[src/rtl/mau_pkg.sv]
// Shared types and helpers for the mau_matvec matrix-vector engine.
package mau_pkg;

  typedef enum logic [1:0] {StIdle, StLoadVec, StMac, StOut} state_e;

  typedef enum logic {ModeSet, ModeAcc} mode_e;

  // Working width for saturation; covers 2*DATA_W + clog2(DIM) + 1 up to DATA_W = 38.
  localparam int unsigned WIDE_W = 80;

  typedef struct packed {
    logic              ovf;
    logic [WIDE_W-1:0] val;
  } sat_t;

  // Clamp a signed wide value to a w-bit two's complement range; ovf flags a clamp.
  function automatic sat_t sat_trunc(input logic signed [WIDE_W-1:0] x, input int unsigned w);
    logic signed [WIDE_W-1:0] hi;
    logic signed [WIDE_W-1:0] lo;
    sat_t r;
    hi = $signed((WIDE_W'(1) << (w - 1)) - WIDE_W'(1));
    lo = ~hi;
    r.ovf = (x > hi) || (x < lo);
    if (x > hi) begin
      r.val = hi;
    end else if (x < lo) begin
      r.val = lo;
    end else begin
      r.val = x;
    end
    return r;
  endfunction

endpackage

[src/rtl/mau_mac_lane.sv]
// Multiply-accumulate lane: row sum, fixed-point shift, saturation and optional accumulate.
// Build option: MAU_ROUND_NEAREST_EN adds half an LSB before the shift (round half up).
module mau_mac_lane
  import mau_pkg::*;
#(
  parameter int unsigned DATA_W    = 16,
  parameter int unsigned FRAC_BITS = 8,
  parameter int unsigned DIM       = 2
) (
  input  logic              clk,
  input  logic              reset,
  input  logic              en,
  input  logic              first,
  input  logic              mode_acc,
  input  logic [DATA_W-1:0] mat_in,
  input  logic [DATA_W-1:0] vec_el,
  input  logic [DATA_W-1:0] y_old,
  output logic [DATA_W-1:0] y_new,
  output logic              row_ovf
);

  localparam int unsigned ACC_W = 2 * DATA_W + $clog2(DIM);

`ifdef MAU_ROUND_NEAREST_EN
  localparam logic [ACC_W:0] RND = (ACC_W + 1)'(1) << (FRAC_BITS - 1);
`else
  localparam logic [ACC_W:0] RND = '0;
`endif

  logic        [2*DATA_W-1:0] prod;
  logic        [ACC_W-1:0]    acc_q, acc_d;
  logic        [ACC_W:0]      acc_ext;
  logic signed [ACC_W:0]      rsum;
  logic signed [ACC_W:0]      rsh;
  logic        [WIDE_W-1:0]   t_wide;
  logic        [WIDE_W-1:0]   s_wide;
  logic        [DATA_W:0]     y_sum;
  sat_t                       row_sat;
  sat_t                       acc_sat;
  logic                       unused_hi;

  // Low 2*DATA_W bits of the product of sign-extended operands are the exact signed product.
  assign prod = {{DATA_W{mat_in[DATA_W-1]}}, mat_in} * {{DATA_W{vec_el[DATA_W-1]}}, vec_el};
  assign acc_d = (first ? '0 : acc_q) + {{(ACC_W - 2 * DATA_W){prod[2*DATA_W-1]}}, prod};

  assign acc_ext = {acc_d[ACC_W-1], acc_d};
  assign rsum    = $signed(acc_ext + RND);
  assign rsh     = rsum >>> FRAC_BITS;
  assign t_wide  = {{(WIDE_W - ACC_W - 1){rsh[ACC_W]}}, rsh};

  always_comb begin
    row_sat = sat_trunc(t_wide, DATA_W);
    y_sum   = {y_old[DATA_W-1], y_old} +
              {row_sat.val[DATA_W-1], row_sat.val[DATA_W-1:0]};
    s_wide  = {{(WIDE_W - DATA_W - 1){y_sum[DATA_W]}}, y_sum};
    acc_sat = sat_trunc(s_wide, DATA_W);
    y_new   = mode_acc ? acc_sat.val[DATA_W-1:0] : row_sat.val[DATA_W-1:0];
    row_ovf = row_sat.ovf | (mode_acc & acc_sat.ovf);
  end

  assign unused_hi = ^{row_sat.val[WIDE_W-1:DATA_W], acc_sat.val[WIDE_W-1:DATA_W]};

  always_ff @(posedge clk) begin
    if (reset) begin
      acc_q <= '0;
    end else if (en) begin
      acc_q <= acc_d;
    end
  end

endmodule

[src/rtl/mau_matvec.sv]
// Streaming signed fixed-point matrix-vector engine, y = M*v or y += M*v, with saturation.
// Build option: MAU_ROUND_NEAREST_EN selects round-half-up instead of truncation.
module mau_matvec
  import mau_pkg::*;
#(
  parameter int unsigned DATA_W    = 16,
  parameter int unsigned FRAC_BITS = 8,
  parameter int unsigned DIM       = 2
) (
  input  logic              clk,
  input  logic              reset,
  input  logic              start,
  input  logic              mode,
  output logic              busy,
  input  logic [DATA_W-1:0] vec_in,
  input  logic              vec_valid,
  output logic              vec_ready,
  input  logic [DATA_W-1:0] mat_in,
  input  logic              mat_valid,
  output logic              mat_ready,
  output logic [DATA_W-1:0] res_data,
  output logic              res_valid,
  input  logic              res_ready,
  output logic              done,
  output logic              ovf
);

  localparam int unsigned      IDX_W    = $clog2(DIM);
  localparam logic [IDX_W-1:0] LAST_IDX = IDX_W'(DIM - 1);

  state_e            state_q, state_d;
  mode_e             mode_q, mode_d;
  logic [IDX_W-1:0]  vec_idx_q, vec_idx_d;
  logic [IDX_W-1:0]  col_q, col_d;
  logic [IDX_W-1:0]  row_q, row_d;
  logic [IDX_W-1:0]  out_idx_q, out_idx_d;
  logic              ovf_q, ovf_d;
  logic              done_q, done_d;
  logic [DATA_W-1:0] v_q [DIM];
  logic [DATA_W-1:0] y_q [DIM];

  logic              vec_acc, mat_acc, col_last;
  logic [DATA_W-1:0] y_new;
  logic              row_ovf;

  assign vec_acc  = (state_q == StLoadVec) && vec_valid;
  assign mat_acc  = (state_q == StMac) && mat_valid;
  assign col_last = (col_q == LAST_IDX);

  mau_mac_lane #(
    .DATA_W   (DATA_W),
    .FRAC_BITS(FRAC_BITS),
    .DIM      (DIM)
  ) u_lane (
    .clk     (clk),
    .reset   (reset),
    .en      (mat_acc),
    .first   (col_q == '0),
    .mode_acc(mode_q == ModeAcc),
    .mat_in  (mat_in),
    .vec_el  (v_q[col_q]),
    .y_old   (y_q[row_q]),
    .y_new   (y_new),
    .row_ovf (row_ovf)
  );

  always_comb begin
    state_d   = state_q;
    mode_d    = mode_q;
    vec_idx_d = vec_idx_q;
    col_d     = col_q;
    row_d     = row_q;
    out_idx_d = out_idx_q;
    ovf_d     = ovf_q;
    done_d    = 1'b0;
    unique case (state_q)
      StIdle: begin
        if (start) begin
          mode_d    = mode_e'(mode);
          ovf_d     = 1'b0;
          vec_idx_d = '0;
          col_d     = '0;
          row_d     = '0;
          out_idx_d = '0;
          state_d   = StLoadVec;
        end
      end
      StLoadVec: begin
        if (vec_valid) begin
          if (vec_idx_q == LAST_IDX) begin
            vec_idx_d = '0;
            state_d   = StMac;
          end else begin
            vec_idx_d = vec_idx_q + 1'b1;
          end
        end
      end
      StMac: begin
        if (mat_valid) begin
          if (col_last) begin
            col_d = '0;
            if (row_ovf) ovf_d = 1'b1;
            if (row_q == LAST_IDX) begin
              row_d   = '0;
              state_d = StOut;
            end else begin
              row_d = row_q + 1'b1;
            end
          end else begin
            col_d = col_q + 1'b1;
          end
        end
      end
      StOut: begin
        if (res_ready) begin
          if (out_idx_q == LAST_IDX) begin
            out_idx_d = '0;
            done_d    = 1'b1;
            state_d   = StIdle;
          end else begin
            out_idx_d = out_idx_q + 1'b1;
          end
        end
      end
      default: state_d = StIdle;
    endcase
  end

  always_ff @(posedge clk) begin
    if (reset) begin
      state_q   <= StIdle;
      mode_q    <= ModeSet;
      vec_idx_q <= '0;
      col_q     <= '0;
      row_q     <= '0;
      out_idx_q <= '0;
      ovf_q     <= 1'b0;
      done_q    <= 1'b0;
    end else begin
      state_q   <= state_d;
      mode_q    <= mode_d;
      vec_idx_q <= vec_idx_d;
      col_q     <= col_d;
      row_q     <= row_d;
      out_idx_q <= out_idx_d;
      ovf_q     <= ovf_d;
      done_q    <= done_d;
    end
  end

  // y[] survives between operations so accumulate mode builds on the last result.
  always_ff @(posedge clk) begin
    if (reset) begin
      for (int i = 0; i < DIM; i++) begin
        v_q[i] <= '0;
        y_q[i] <= '0;
      end
    end else begin
      if (vec_acc) v_q[vec_idx_q] <= vec_in;
      if (mat_acc && col_last) y_q[row_q] <= y_new;
    end
  end

  assign busy      = (state_q != StIdle);
  assign vec_ready = (state_q == StLoadVec);
  assign mat_ready = (state_q == StMac);
  assign res_valid = (state_q == StOut);
  assign res_data  = y_q[out_idx_q];
  assign done      = done_q;
  assign ovf       = ovf_q;

endmodule

[config.mk]
export PLATFORM = sky130hd
export DESIGN_NAME = mau_matvec
export DESIGN_NICKNAME = d
export VERILOG_FILES = /design/src/rtl/mau_pkg.sv /design/src/rtl/mau_mac_lane.sv /design/src/rtl/mau_matvec.sv
export SDC_FILE = /design/constraint.sdc
export NUM_CORES = 1
export LEC_CHECK = 0
export CORE_ASPECT_RATIO = 0.6
export CORE_MARGIN = 2
export CORE_UTILIZATION = 25
export DETAILED_ROUTE_END_ITERATION = 8
export SLEW_MARGIN = 5
export SYNTH_ARGS = -nofsm -noshare
export SYNTH_HDL_FRONTEND = slang
export SYNTH_SLANG_ARGS = --single-unit
[constraint.sdc]
create_clock -name clk -period 16.3 [get_ports clk]
set_clock_uncertainty 0.15 [all_clocks]
set_input_delay 3.26 -clock clk [delete_from_list [all_inputs] [get_ports clk]]
set_output_delay 3.26 -clock clk [all_outputs]
set_load 0.01 [all_outputs]
After elaboration in Yosys (flattened, before gate mapping)
Memories as Yosys holds them, arrays and structs flattened. A register that Yosys moved wholly into a read port is not among the register bits. Cells that the tools add are included.

Add/subtract/negate cells: 6. Multiply operators: 1. Divide/modulo/power cells: 0. Order comparisons: 4. Equal/unequal tests: 12. Shifts and indexed selects: 0. Multiplexer cells: 54. Bitwise operators: 4. Reduce and logical (&&, ||, !) cells: 20.

Operators with widths (count): two-way mux 16 bit (7); adder 33 bit (1); two-way mux 33 bit (1); multiplier 16 x 16 -> 32 bit (1); two-way mux 1 bit (32); OR reduction 16 bit (2); greater-than comparator 25 x 16 -> 1 bit, second input constant (1); < comparator 25 x 16 -> 1 bit, second input constant (1); adder 16 x 16 -> 17 bit (1); greater-than comparator 17 x 16 -> 1 bit, second input constant (1); < comparator 17 x 16 -> 1 bit, second input constant (1); two-way mux 2 bit (8); inequality test 2 x 1 -> 1 bit, second input constant (6); one-hot mux 1 bit (2 select lines) (5); AND reduction 3 bit (3); one-hot mux 2 bit (4 select lines) (1); AND reduction 8 bit (1); nonzero test 2 bit (4); inequality test 2 bit, second input constant (3); AND reduction 5 bit (1); adder 1 bit, second input constant (4); equality test 2 bit, second input constant (2); AND reduction 4 bit (1); logical AND 1 bit (3); other kinds (8) (10).

Register bits: 42. Bits in latches: 0. Bits in writable memories: 64. Memory bits (read-only): 0. Input bits: 39. Output and inout bits: 22. Logic and storage cells: 112. Memories kept: 2.

Memories: v_q (words 2, width 16, rd ports 1, clocked after Yosys merged registers in 1, write ports 2, line mau_matvec.sv:39) `logic [DATA_W-1:0] v_q [DIM];`; y_q (words 2, width 16, rd ports 2, clocked after Yosys merged registers in 2, write ports 2, line mau_matvec.sv:40) `logic [DATA_W-1:0] y_q [DIM];`.

Depth between registers and ports, before layout
Gate-level depths: netlist (run 1).

Word-level depth: 14. Gate-level depth with buffers: 57. Gate-level depth less buffers: 53.

Hierarchy
A second synthesis (run 1) with hierarchy kept.

Cell total of the unflattened synthesis: 1993. Area, all modules: 18139.9 um2.

Modules (own cells, without submodules): mau_mac_lane (times used 1, cells each 1729, area an instance 14547.7 um2, sequential area each 660.6 um2); mau_matvec (times used 1, cells each 264, area an instance 3592.2 um2, sequential area each 2162.1 um2).

Least setup slack after synthesis (run 1)
Ideal clock, no wire load.

Path kind: input -> register. Start: input port mat_in[9]. End: memory y_q[1][10], data pin. Setup time: 145 ps. Arrival: 13804 ps. Data required time: 16005 ps. Slack: 2200 ps. Stages on the path: 50. Buffers on the path: 4. Path through: clkbuf_1 > nand2_1 > fa_1 > fa_1 > fa_1 > inv_1 > fa_1 > fa_1 > inv_1 > fa_1 > inv_1 > ha_1 > a211o_1 > a21oi_1 > nor3b_1 > o31a_1 > o21ba_2 > nor2b_1 > [... 14 more ...] > nor2_1 > o21ai_0 > ha_1 > inv_1 > fa_1 > nor2b_1 > o21ai_0 > a21boi_0 > o221ai_1 > a21oi_1 > a31oi_1 > o32a_1 > o21bai_1 > or2_2 > buf_1 > a21oi_1 > a31oi_1 > nor2b_1.

RTL lines: from (decl) (line mau_matvec.sv:18) `input logic [DATA_W-1:0] mat_in,`; to (decl) (line mau_matvec.sv:40).

==> run metrics, run 1 <==
status finished clean; Final Net Count 2431; Setup TNS 0 ps; routed wire length between 40 and 50 mm; most common cell after layout, fill and taps aside inv_1; initial antenna violation count 0; Fillers between 7000 and 8000; synth warn 0; CTS hold repair buffers 0; Final Util between 20% and 30%; max-cap check violation count 0; IO buf count 60; Final Max Slew Viols 0; # IOs just over 60; setup ws final 873 ps; cell mode on critical path fa_1; endpoints failing setup 0; Post-synth EDFFs between 60 and 70; share of layout cells above drive strength 1 just over 6%; Bufs on Longest Clock Path 2; Critical Path RT 16250 ps; Mapped Area around 18000 um2; die width 346 um; Worst-Margin Slew a little under 1000 ps; total CTS buffers 9; post-CTS setup buffers 0; Vias 13216; vias in the first global route about 13000; Tmin final 15430 ps; sequential fraction of the synthesis area 16.1%; FP Rows between 70 and 80; Register Area between 2000 and 3000 um2; worst rel slew slack between 30 and 40%; pin count of the biggest net entering global routing between 50 and 60; mean area per synthesized cell roughly 9.0 um2; Final Cycle Share between 90% and 100%; Via density around 4.5; Ant. Diodes 0; worst hold path type reg2reg; Max Fclk between 60 and 70 MHz; CTS tree built; # resized after CTS 0; dpl ws between 500 and 600 ps; fin cells ~2900; Placed Cells approximately 2900; GR Overflow Total 0; CP top delay family compound AO/OA/AOI/OAI gates; RSZ-0062 raised after global routing no; dpl hpwl 37.5 mm; WP data arrival about 15000 ps; type of origin of the critical path input pin; Mapped Cells approximately 2000; clock root buffer master clkbuf_16; CP Capture Type flip-flop; synthesized flop and latch total between 100 and 150; Slowest-stage cell, CP clkdlybuf4s50_1; drc violations 0; Post-Syn Nets around 2400; crit path kind in2reg; Total GRT Usage around 13%; die height 209 um; Final Wtd Congestion 0.893; DR WL/cell between 15 and 20 um; Netlist cell types 66; initial DRC count 1101; # clock sinks ~110; Synth Flop Type edfxtp_1; Pre-Repair DR Iteration Count 5; largest cells by area after synthesis fa_1 30%, edfxtp_1 11%, ha_1 9.8%; most frequent cells in the layout 328 x inv_1, 264 x fa_1, 212 x nand2_1; cell taking the most area after synthesis fa_1; first-pass GRT wire length about 74 mm; share of synthesized registers carrying an async set or reset 0%; Clock transition at path regs 90 ps; Final ANT Viol Nets 0; Core Footprint between 60000 and 70000 um2; full die area roughly 72000 um2; worst stage delay on the critical path 740 ps; H-Tree Depth 3; Crit path buffers/inverters 5; Initial Utilization between 20 and 30%; share of the synthesized area in the top cell type between 30% and 40%; clk_lat worst skew about 400 ps; multi-input logic area roughly 13000 um2; P&R area growth vs syn 12.2%; Critical Path Fanout Max 16; final hold violation count 0
-- logic make-up after synthesis --
family,Yosys count,share of synthesized area [%]
buf+inv,400,8.58
flops,109,16.1
compound gates,306,11.0
mux,55,3.45
simple gates,602,17.1
fa+ha+maj,402,40.0
xor+xnor,76,3.84
-- state kept, by name (all words and copies together) (netlist names), 2 cells and up, named ones only --
register	flops
y_q	32
state_q	2
v_q	32
u_lane.acc_q	33
-- area by class of cell --
cell class	count	share of cell area (%)
clock buffer	9	1.14
clock inverter	7	0.585
inverter	328	6.25
multi-input combinational	1441	67.2
sequential	109	14.3
tap	924	5.87
timing repair buffer	101	4.61
-- path summary, 6_finish.rpt --
check	startpoint	endpoint	slack (ps)	cells after the start
worst min register to register	u_lane.acc_q[7]	u_lane.acc_q[7]	300	2
worst max-delay path	mat_in[5]	y_q[1][11]	870	45
worst min-delay path	u_lane.acc_q[7]	u_lane.acc_q[7]	300	2
worst max register to register	flip-flop	y_q[1][11]	3060	44
-- routing by layer --
| layer | vias to the layer above | track usage [%] | wire, um |
|---|---|---|---|
| met2 | 363 | 17.0 | 17300 |
| li1 | 6328 | - | - |
| met3 | 20 | 2.50 | 3240 |
| met4 | 0 | 1.69 | 269 |
| met1 | 6505 | 21.2 | 24300 |
| met5 | - | 0 | 0 |
-- synth_stat cells (all sizes together), types with 59 or more instances --
cell	instances
xnor2	59
nand2	212
and2	134
edfxtp	64
inv	328
clkbuf	66
nor2	86
a21oi	106
o21ai	65
ha	138
fa	264
nor2b	76
-- worst reg2reg max path: cells and delay by family (launching register included) --
family,cells,cell delay [ps]
flops,1,840
simple gates,10,2230
xor+xnor,1,80
fa+ha+maj,9,4200
mux,2,1010
compound gates,19,4310
buf+inv,3,140
-- stage by stage --
step                      hold slack [ps]  cell area, um2
after floorplan                       277           17500
after global placement                285           19300
after detailed placement              292           19300
after CTS                             305           19700
after global routing                  325           19700
final                                 302           19700
Power of run 1 is not shown: default switching activity piles up to over one toggle a cycle in this logic, so the estimate is an artifact.
==> run 2, diff against run 1 <==
--- a/config.mk
+++ b/config.mk
@@ -7,9 +7,10 @@
 export LEC_CHECK = 0
 export CORE_ASPECT_RATIO = 0.6
 export CORE_MARGIN = 2
-export CORE_UTILIZATION = 25
+export CORE_UTILIZATION = 60
 export DETAILED_ROUTE_END_ITERATION = 8
-export SLEW_MARGIN = 5
+export PLACE_DENSITY = 0.78
+export SLEW_MARGIN = 15
 export SYNTH_ARGS = -nofsm -noshare
 export SYNTH_HDL_FRONTEND = slang
 export SYNTH_SLANG_ARGS = --single-unit
==> run metrics, run 2 (synthesis results as in run 1) <==
status finished clean; Vias 13570; WP data arrival about 16000 ps; dpl hpwl 34.8 mm; Setup TNS 0 ps; P&R area growth vs syn 7.76%; final hold violation count 0; max-cap check violation count 0; most frequent cells in the layout 328 x inv_1, 264 x fa_1, 212 x nand2_1; initial antenna violation count 0; clock root buffer master clkbuf_16; Initial Utilization approximately 60%; Core Footprint between 20000 and 30000 um2; Post-DP Area 18600 um2; RSZ-0062 raised after global routing no; Total GRT Usage between 20 and 30%; dpl ws roughly 350 ps; CP Capture Type flip-flop; routed wire length 42.1 mm; Pre-Repair DR Iteration Count 5; setup ws final about 840 ps; DR WL/cell ~18 um; full die area around 31000 um2; Largest Register u_lane.acc_q; Via density around 5.7; drc violations 0; Worst-Margin Slew just under 1000 ps; Largest regs u_lane.acc_q x33, v_q x32, y_q x32; H-Tree Depth 3; FP Rows 48; initial DRC count 940; Fillers between 2000 and 2500; Final Net Count approximately 2400; Final Cycle Share between 90% and 100%; pin count of the biggest net entering global routing between 50 and 60; Final Wtd Congestion 0.964; # IOs 61; Final Max Slew Viols 0; type of origin of the critical path input pin; Clock transition at path regs 80 ps; clk_lat worst skew 370 ps; crit path kind in2reg; Critical Path Fanout Max 16; total CTS buffers 9; Final Util about two thirds; # clock sinks approximately 110; CTS tree built; endpoints failing setup 0; most common cell after layout, fill and taps aside inv_1; vias in the first global route 13535; die height about 140 um; share of layout cells above drive strength 1 5.68%; Bufs on Longest Clock Path 2; first-pass GRT wire length approximately 70 mm; GR Overflow Total 0; Critical Path RT 16370 ps; Design Area, Final approximately 19000 um2; Ant. Diodes 0; number of flip-flops in the largest register 33; cell mode on critical path fa_1; Slowest-stage cell, CP fa_1; IO buf count 60; worst hold path type reg2reg; Tmin final roughly 15000 ps; worst rel slew slack between 30% and 40%; Max Fclk 64.7 MHz; die width between 200 and 250 um; worst stage delay on the critical path about 560 ps; Final ANT Viol Nets 0
run 2: cell count changes in the layout (fill, tap and decap cells not counted), moves of 2 or more:
cell,change
dlymetal6s2s_1,+3
inv_6,+2
buf_4,-7
bufinv_16,-2
clkdlybuf4s50_1,-3
run 2: worst paths after layout:
| path | start | end | slack (ps) | cells after the start |
|---|---|---|---|---|
| setup / recovery | mat_in[5] | y_q[0][14] | 840 | 49 |
| hold / removal | u_lane.acc_q[7] | u_lane.acc_q[7] | 300 | 2 |
| setup reg to reg | flip-flop | y_q[0][14] | 2990 | 48 |
| hold reg to reg | u_lane.acc_q[7] | u_lane.acc_q[7] | 300 | 2 |
run 2: stage by stage:
step | hold WS (ps) | cells
floorplan | 277 | 1950
global placement | 286 | 2347
detailed placement | 294 | 2347
CTS | 306 | 2363
global route | 322 | 2363
finish | 303 | 2363
run 2: layout make-up:
class | instances | area [um2] | share of cell area, %
Clock buffer | 10 | 229 | 1.21
Multi-Input combinational cell | 1441 | 13200 | 70.0
Inverter | 328 | 1230 | 6.51
Clock inverter | 6 | 62.6 | 0.331
Sequential cell | 109 | 2820 | 14.9
Tap cell | 375 | 469 | 2.48
Timing Repair Buffer | 94 | 863 | 4.57
run 2: timing repair:
item	in CTS	in global routing
endpoints found under the setup margin	0	31
hold buffers	0	0
hold endpoints to repair	0	0
gates resized for setup	0	7
buffers inserted	0	0
run 2: worst max-delay path, delay by kind of cell:
family,cells,cell delay (ps)
AOI/OAI and AO/OA,19,4600
adders and majority gates,9,4080
and+or+nand+nor,12,1800
buffers and inverters,7,1260
xor gates and xnor gates,2,490
run 2: metal layers:
metal,vias up,wire [um],GRT usage (%)
met5,-,0,0
met1,6739,20100,44.3
met4,0,634,5.48
met2,476,18000,42.6
li1,6310,-,-
met3,45,3390,5.53
Power of run 2 is left out for the same reason.
==> run 3, diff against run 2 <==
--- a/config.mk
+++ b/config.mk
@@ -6,7 +6,6 @@
 export NUM_CORES = 1
 export LEC_CHECK = 0
 export CORE_ASPECT_RATIO = 0.6
-export CORE_MARGIN = 2
 export CORE_UTILIZATION = 60
 export DETAILED_ROUTE_END_ITERATION = 8
 export PLACE_DENSITY = 0.78
==> run metrics, run 3 (synthesis results as in run 1) <==
Final Wtd Congestion about 0.94; launch point of the critical path mat_in[5]; endpoints failing setup 0; Largest Register u_lane.acc_q; Final Net Count ~2400; drc violations 0; pin count of the biggest net entering global routing 51; post-CTS setup buffers 0; # IOs 61; routed wire length between 40 and 50 mm; DR WL/cell 18.2 um; full die area roughly 30000 um2; clk_lat worst skew 380 ps; total CTS buffers 9; Initial Utilization approximately three fifths; crit path kind in2reg; first-pass GRT wire length a little over 70 mm; die height about 130 um; WHS Path Cells 2; Clock transition at path regs 80 ps; Via density around 5.8; status finished clean; most common cell after layout, fill and taps aside inv_1; RSZ-0062 raised after global routing no; IO buf count 60; worst rel slew slack a little over a third; vias in the first global route around 14000; Slowest-stage cell, CP a32oi_1; CTS tree built; Pre-Repair DR Iteration Count 5; hold path start u_lane.acc_q[0]; multi-input logic area between 10000 and 15000 um2; GR Overflow Total 0; Setup TNS 0 ps; initial antenna violation count 0; type of origin of the critical path input pin; Final Max Slew Viols 0; Reg2Reg Capture Point y_q[0][14]; max-cap check violation count 0; worst hold path type reg2reg; cell mode on critical path fa_1; Total GRT Usage between 30% and 40%; Bufs on Longest Clock Path 2; Worst-Margin Slew approximately 960 ps; dpl hpwl approximately 36 mm; H-Tree Depth 3; final hold violation count 0; number of flip-flops in the largest register 33; share of layout cells above drive strength 1 around 5.8%; Core Footprint 28800 um2; FP Rows 48; Vias 13721; initial DRC count approximately 1000; Tmin final approximately 15000 ps; Register Area around 2800 um2; r2r setup slk around 2800 ps; Final Cycle Share roughly 95%; clock root buffer master clkbuf_16; worst hold endpoint u_lane.acc_q[0]; Reg2Reg Depth 48; P&R area growth vs syn 7.89%; Final ANT Viol Nets 0; CP Capture Type flip-flop; Largest regs u_lane.acc_q x33, v_q x32, y_q x32; most frequent cells in the layout 328 x inv_1, 264 x fa_1, 212 x nand2_1; Critical Path RT 16390 ps; Fillers around 2300; die width 223 um; # clock sinks approximately 110; Max Fclk between 60 and 70 MHz; WP data arrival around 16000 ps; worst stage delay on the critical path approximately 700 ps; Ant. Diodes 0; Critical Path Fanout Max 10
[run 3: changes by cell type in the layout (fill, tap and decap cells not counted), sizes merged]
| cell | change |
|---|---|
| inv | -1 |
| clkinv | +1 |
| clkdlybuf4s50 | -1 |
| buf | +2 |
| dlymetal6s2s | +1 |
[run 3: area by class of cell]
class | instances | share of cell area, %
clock buffers | 10 | 1.21
clock inverters | 6 | 0.344
inverters | 328 | 6.51
multi-input cells | 1441 | 69.9
flip-flops and latches | 109 | 14.9
well taps | 375 | 2.48
repair buffers | 96 | 4.65
[run 3: repair_timing]
item	4_1_cts	5_1_grt
hold buffers	0	0
endpoints found under the hold margin	0	0
endpoints found under the setup margin	0	33
gates resized for setup	0	12
[run 3: worst max path at each step]
stage	end	slack (ps)	depth (start not counted)
global route	ovf	50	51
floorplan	y_q[1][10]	2200	50
global placement	ovf	480	45
detailed placement	y_q[1][10]	270	48
CTS	y_q[0][10]	580	48
finish	y_q[0][14]	820	49
[run 3: worst max-delay path, delay by kind of cell]
family	cells	cell delay, ps
simple gates	11	1740
buf+inv	7	1020
xor+xnor	1	80
compound gates	20	5020
fa+ha+maj	10	4430
[run 3: stage by stage]
step                worst slack, ps  util (%)  instances  hold WS (ps)  instance area, um2
finish                          815      65.8       2365           304               18900
detailed placement              274      64.7       2349           294               18600
floorplan                      2200         -       1950           277               17500
global placement                480      64.7       2349           285               18600
global route                   45.6      65.8       2365           324               18900
CTS                             576      65.7       2365           305               18900
[run 3: layer usage]
layer  global-route usage [%]  part of all wire [%]  up-vias
li1                         -                     -     6321
met1                     44.3                    46     6831
met2                     45.7                    44      524
met3                     7.45                   8.6       45
met4                     5.40                   1.4        0
met5                        0                     0        -
Power of run 3 is left out for the same reason.
==> RTL edit 1: new RTL, settings of run 2 <==
The 4 states of `state_e` get a Gray code encoding in 2 bits.
--- a/src/rtl/mau_pkg.sv
+++ b/src/rtl/mau_pkg.sv
@@ -1,7 +1,7 @@
 // Shared types and helpers for the mau_matvec matrix-vector engine.
 package mau_pkg;
 
-  typedef enum logic [1:0] {StIdle, StLoadVec, StMac, StOut} state_e;
+  typedef enum logic [1:0] {StIdle = 2'b00, StLoadVec = 2'b01, StMac = 2'b11, StOut = 2'b10} state_e;
 
   typedef enum logic {ModeSet, ModeAcc} mode_e;
 
Function: no difference found for any inputs over 4 cycles, from zero or initial values and one cycle with reset high; so few cycles prove little.
==> RTL edit 1 against run 2 <==
Routed wire length fell by 1.1%. Synthesized area shrank 1.0%. Die area shrank 1.0%. Global-route usage fell by 0.096 points. Worst setup slack lost 340 ps. Sequential cell count stayed put. Hold slack is essentially flat. Register-to-register slack got worse by 450 ps. Count of clock-buffer cells in the layout shrank 1. Synthesized cell count is 2.1% lower. Final area grew 0.77%.
Power is not shown: default switching activity piles up to over one toggle a cycle in this logic, so the estimate is an artifact.
==> RTL edit 1: results (changes against run 2) <==
global_routing:
  grt_pass1_wl_mm: 68.54  # was 69.40 mm
  grt_pass1_vias: 13580  # was 13.54k
  grt_util_met1: 0.4082  # was 0.4428
  antenna_found_initial: 0  # unchanged
  grt_max_degree: 52  # was 51
  met3_usage: 0.05921  # was 0.05533
  grt_use_met2: 0.4604  # was 0.4260
  grt_util_all_layers: 0.2875  # was 0.2884
yosys:
  synthTopCellsByArea: "fa_1 30%, edfxtp_1 11%, ha_1 9.6%"  # was fa_1 30%, edfxtp_1 11%, ha_1 9.8%
  synth_nets: 2346  # was 2391
  synth_cell_type_count: 63  # was 66
  async_flop_share: 0  # unchanged
  ys.flop_type: "edfxtp_1"  # unchanged
  yosysSeqAreaShare: 0.1626  # was 0.1609
  synthCells: 1910  # was 1950
  synth-edff-count: 64  # unchanged
  yosysWarningCount: 0  # unchanged
  synth_common_cells: "334 x inv_1, 264 x fa_1, 217 x nand2_1"  # was 328 x inv_1, 264 x fa_1, 212 x nand2_1
worst_setup_path:
  cp_slowest_stage_delay_ps: 540  # was 560 ps
  slowest_stage: "fa_1"  # unchanged
  path_max_fanout: 12  # was 16
  crit_family: "compound AO/OA/AOI/OAI gates"  # unchanged
worst_hold_path:
  hp-class: "flip-flop to flip-flop"  # unchanged
status:
  status: "completed"  # unchanged
final_layout:
  multi_input_area_share: 0.6910  # was 0.6996
  drive_gt1_frac: 0.08384  # was 0.05684
  seqCellArea_sq_um: 2823  # unchanged
  reg.largest.list: "u_lane.acc_q: 33 flops, v_q: 32 flops, y_q: 32 flops"  # unchanged
  multi_input_cells: 1398  # was 1441
  num-nonclk-buffers: 111  # was 94
  nNetsFinal: 2399  # was 2424
  buffer_area_frac: 0.05406  # was 0.04567
  nClkBuffers: 9  # was 10
  antenna_cells: 0  # unchanged
  design_area_sq_um: 19050  # was 18900 sq um
  fillers: 2292  # was 2364
  nNonClkInverters: 334  # was 328
  final-clk-cell-share: 0.01629  # was 0.01542
placement:
  dp_hpwl_mm: 33.67  # was 34.83 mm
  port_buffers: 60  # unchanged
  pre_cts_ws_ps: -89.99  # was 350.3 ps
  gp_congestion: 0.9571  # was 0.9636
  dp.cells: 2323  # was 2347
cts:
  cts.sinks: 109  # unchanged
  clock_latency_ps: 390  # was 370 ps
  clk_path_buf_depth: 2  # unchanged
  ctsHtreeMaxLevel: 3  # unchanged
  path_clk_slew_ps: 80  # about the same
  root_buffer: "clkbuf_16"  # unchanged
route:
  highest-signal-layer: "met4"  # unchanged
  wl_met1_mm: 19.01  # was 20.06 mm
  wl_met2_mm: 19.12  # was 18.02 mm
  vias: 13330  # was 13.57k
  routed_wl_mm: 41.65  # was 42.10 mm
  drt_first_pass_iters: 5  # unchanged
  avgViaCountPerCell: 5.688  # was 5.743
  drtIter0Drc: 954  # was 940
  wl_met3_mm: 2.902  # was 3.386 mm
floorplan:
  n_tap_cell: 375  # unchanged
sta:
  tightest_slew_ps: 1040  # was 969.2 ps
RTL edit 1: cell families after synthesis:
family	Yosys count	synth area share
and+or+nand+nor	592	0.1720
buffers and inverters	403	0.08758
adders and majority gates	397	0.4003
AOI/OAI and AO/OA	279	0.1041
DFF	109	0.1626
xor gates and xnor gates	78	0.04022
muxes	52	0.03316
RTL edit 1: path summary, 6_finish.rpt:
kind	cells after the start	end	start	slack, ps
worst max-delay path	53	y_q[0][8]	mat_in[9]	500
worst min-delay path	2	u_lane.acc_q[7]	u_lane.acc_q[7]	300
worst max register to register	52	y_q[0][8]	flip-flop	2540
worst min register to register	2	u_lane.acc_q[7]	u_lane.acc_q[7]	300
RTL edit 1: repair_timing:
item,CTS,global route
hold buffers,0,0
gates resized for setup,0,34
setup endpoints to repair,0,33
buffers inserted,0,4
endpoints found under the hold margin,0,0
==> RTL edit 2: new RTL, flow settings as in run 2 <==
Made on the original files. `DIM` is set to 2 in 2 places; all go to 4. Comments in the files are not updated.
--- a/src/rtl/mau_mac_lane.sv
+++ b/src/rtl/mau_mac_lane.sv
@@ -5,7 +5,7 @@
 #(
   parameter int unsigned DATA_W    = 16,
   parameter int unsigned FRAC_BITS = 8,
-  parameter int unsigned DIM       = 2
+  parameter int unsigned DIM       = 4
 ) (
   input  logic              clk,
   input  logic              reset,
--- a/src/rtl/mau_matvec.sv
+++ b/src/rtl/mau_matvec.sv
@@ -5,7 +5,7 @@
 #(
   parameter int unsigned DATA_W    = 16,
   parameter int unsigned FRAC_BITS = 8,
-  parameter int unsigned DIM       = 2
+  parameter int unsigned DIM       = 4
 ) (
   input  logic              clk,
   input  logic              reset,
Function: changed (Yosys sat finds a counterexample within 4 cycles, from zero or initial values and one cycle with reset high).
==> RTL edit 2 against run 2 <==
Hold slack hardly changed. Final area rose by 21%. Critical path depth is 1 lower. Worst setup slack worse by 460 ps. Routed wire length increased by 21%. Maximum frequency fell by 2.9%. Sequential cell count up 72. Synthesized cell count up 11%. Synthesized area up 20%. Critical path type unchanged. Highest routed layer unchanged.
Power is not shown: default switching activity piles up to over one toggle a cycle in this logic, so the estimate is an artifact.
==> RTL edit 2: results (changes against run 2) <==
cts:
  path_clk_slew_ps: 80  # about the same
  cts_made_buffers: 17  # was 9
  root_buffer: "clkbuf_16"  # unchanged
  clock_latency_ps: 470  # was 370 ps
  ctsHtreeMaxLevel: 4  # was 3
  clk_path_buf_depth: 2  # unchanged
final_layout:
  nNetsFinal: 2642  # was 2424
  reg.largest.list: "v_q: 64 flops, y_q: 64 flops, u_lane.acc_q: 34 flops"  # was u_lane.acc_q: 33 flops, v_q: 32 flops, y_q: 32 flops
  drive_gt1_frac: 0.08540  # was 0.05684
  multi_input_area_sq_um: 14690  # was 13230 sq um
  antenna_cells: 0  # unchanged
  fillers: 2691  # was 2364
worst_hold_path:
  min_path_cells: 2  # unchanged
  hp-class: "flip-flop to flip-flop"  # unchanged
  holdCritStartpoint: "u_lane.acc_q[25]"  # was u_lane.acc_q[7]
  min_to: "u_lane.acc_q[25]"  # was u_lane.acc_q[7]
sta:
  tightest_slew_ps: 1022  # was 969.2 ps
  whs_ps: 302.6  # was 302.9 ps
route:
  vias: 15970  # was 13.57k
  wl_met3_mm: 4.901  # was 3.386 mm
  routed_wl_mm: 50.79  # was 42.10 mm
  drt_first_pass_iters: 5  # unchanged
  highest-signal-layer: "met4"  # unchanged
  drc: 0  # unchanged
  avgViaCountPerCell: 5.958  # was 5.743
  drtIter0Drc: 1474  # was 940
  wl_met1_mm: 22.26  # was 20.06 mm
  wl_met2_mm: 22.79  # was 18.02 mm
placement:
  gp_congestion: 0.9486  # was 0.9636
  dp_hpwl_mm: 40.22  # was 34.83 mm
  pre_cts_ws_ps: -573.0  # was 350.3 ps
  dpl_cell_area_sq_um: 22220  # was 18590 sq um
  port_buffers: 60  # unchanged
worst_setup_path:
  slowest_stage: "clkdlybuf4s50_1"  # was fa_1
  arrival_ps: 15930  # was 15530 ps
  r2r_end: "y_q[0][12]"  # was y_q[0][14]
  reg2reg_depth: 49  # was 48
  rrSetupSlack_ps: 1950  # was 2990 ps
  crit_family: "compound AO/OA/AOI/OAI gates"  # unchanged
  path_max_fanout: 12  # was 16
  cp_slowest_stage_delay_ps: 820  # was 560 ps
yosys:
  avgSynthCellArea_sq_um: 9.710  # was 8.996 sq um
  synth_common_cells: "327 x inv_1, 264 x fa_1, 208 x nand2_1"  # was 328 x inv_1, 264 x fa_1, 212 x nand2_1
  yosysWarningCount: 0  # unchanged
  yosysSeqAreaShare: 0.2327  # was 0.1609
  synthTopCellsByArea: "fa_1 25%, edfxtp_1 18%, ha_1 8.2%"  # was fa_1 30%, edfxtp_1 11%, ha_1 9.8%
  synth_cell_type_count: 77  # was 66
  ys.flop_type: "edfxtp_1"  # unchanged
  async_flop_share: 0  # unchanged
  synthesis.area_sq_um: 21080  # was 17540 sq um
  synth-edff-count: 128  # was 64
status:
  status: "completed"  # unchanged
global_routing:
  grt_util_all_layers: 0.2890  # was 0.2884
  grt_max_degree: 60  # was 51
  antenna_found_initial: 0  # unchanged
  grt_pass1_wl_mm: 83.00  # was 69.40 mm
## RTL edit 2: what timing repair did
item                                    4_1_cts  5_1_grt
cloned                                        0        0
hold endpoints to repair                      0        0
gates resized for setup                       2       18
hold buffers                                  0        0
setup buffers                                 0        3
pin swaps                                     0        2
endpoints found under the setup margin       60       65
## RTL edit 2: kinds of logic (layout without fill, tap and decap cells)
group / Yosys count / in the layout / synth area share
simple gates: 705 / 705 / 0.1686
flops: 181 / 181 / 0.2327
xor+xnor: 75 / 75 / 0.03152
buf+inv: 422 / 464 / 0.07561
mux: 55 / 55 / 0.05413
fa+ha+maj: 403 / 403 / 0.3332
compound gates: 330 / 330 / 0.1043
## RTL edit 2: cell type report
cell class                      count  area share
Inverter                          328     0.05369
Sequential cell                   181      0.2139
Multi-Input combinational cell   1568      0.6406
Timing Repair Buffer              104     0.04070
Tap cell                          467     0.02548
Clock buffer                       18     0.01871
Clock inverter                     14    0.006983
## RTL edit 2: worst max-delay path by stage
stage | start | to | slack [ps] | cells past startpoint
2_1_floorplan | mat_in[9] | y_q[0][5] | 1300 | 48
3_3_place_gp | mat_in[8] | y_q[1][13] | 6 | 47
3_5_place_dp | mat_in[5] | y_q[3][13] | -570 | 46
4_1_cts | mat_in[5] | y_q[3][13] | 20 | 45
5_1_grt | mat_in[8] | y_q[1][11] | -10 | 47
6_report | mat_in[2] | y_q[0][12] | 380 | 48
## RTL edit 2: routing by layer
| metal | track usage | vias to the layer above |
|---|---|---|
| met3 | 0.05972 | 70 |
| met2 | 0.4385 | 718 |
| met5 | 0 | - |
| met4 | 0.07212 | 0 |
| met1 | 0.4262 | 7938 |
| li1 | - | 7242 |
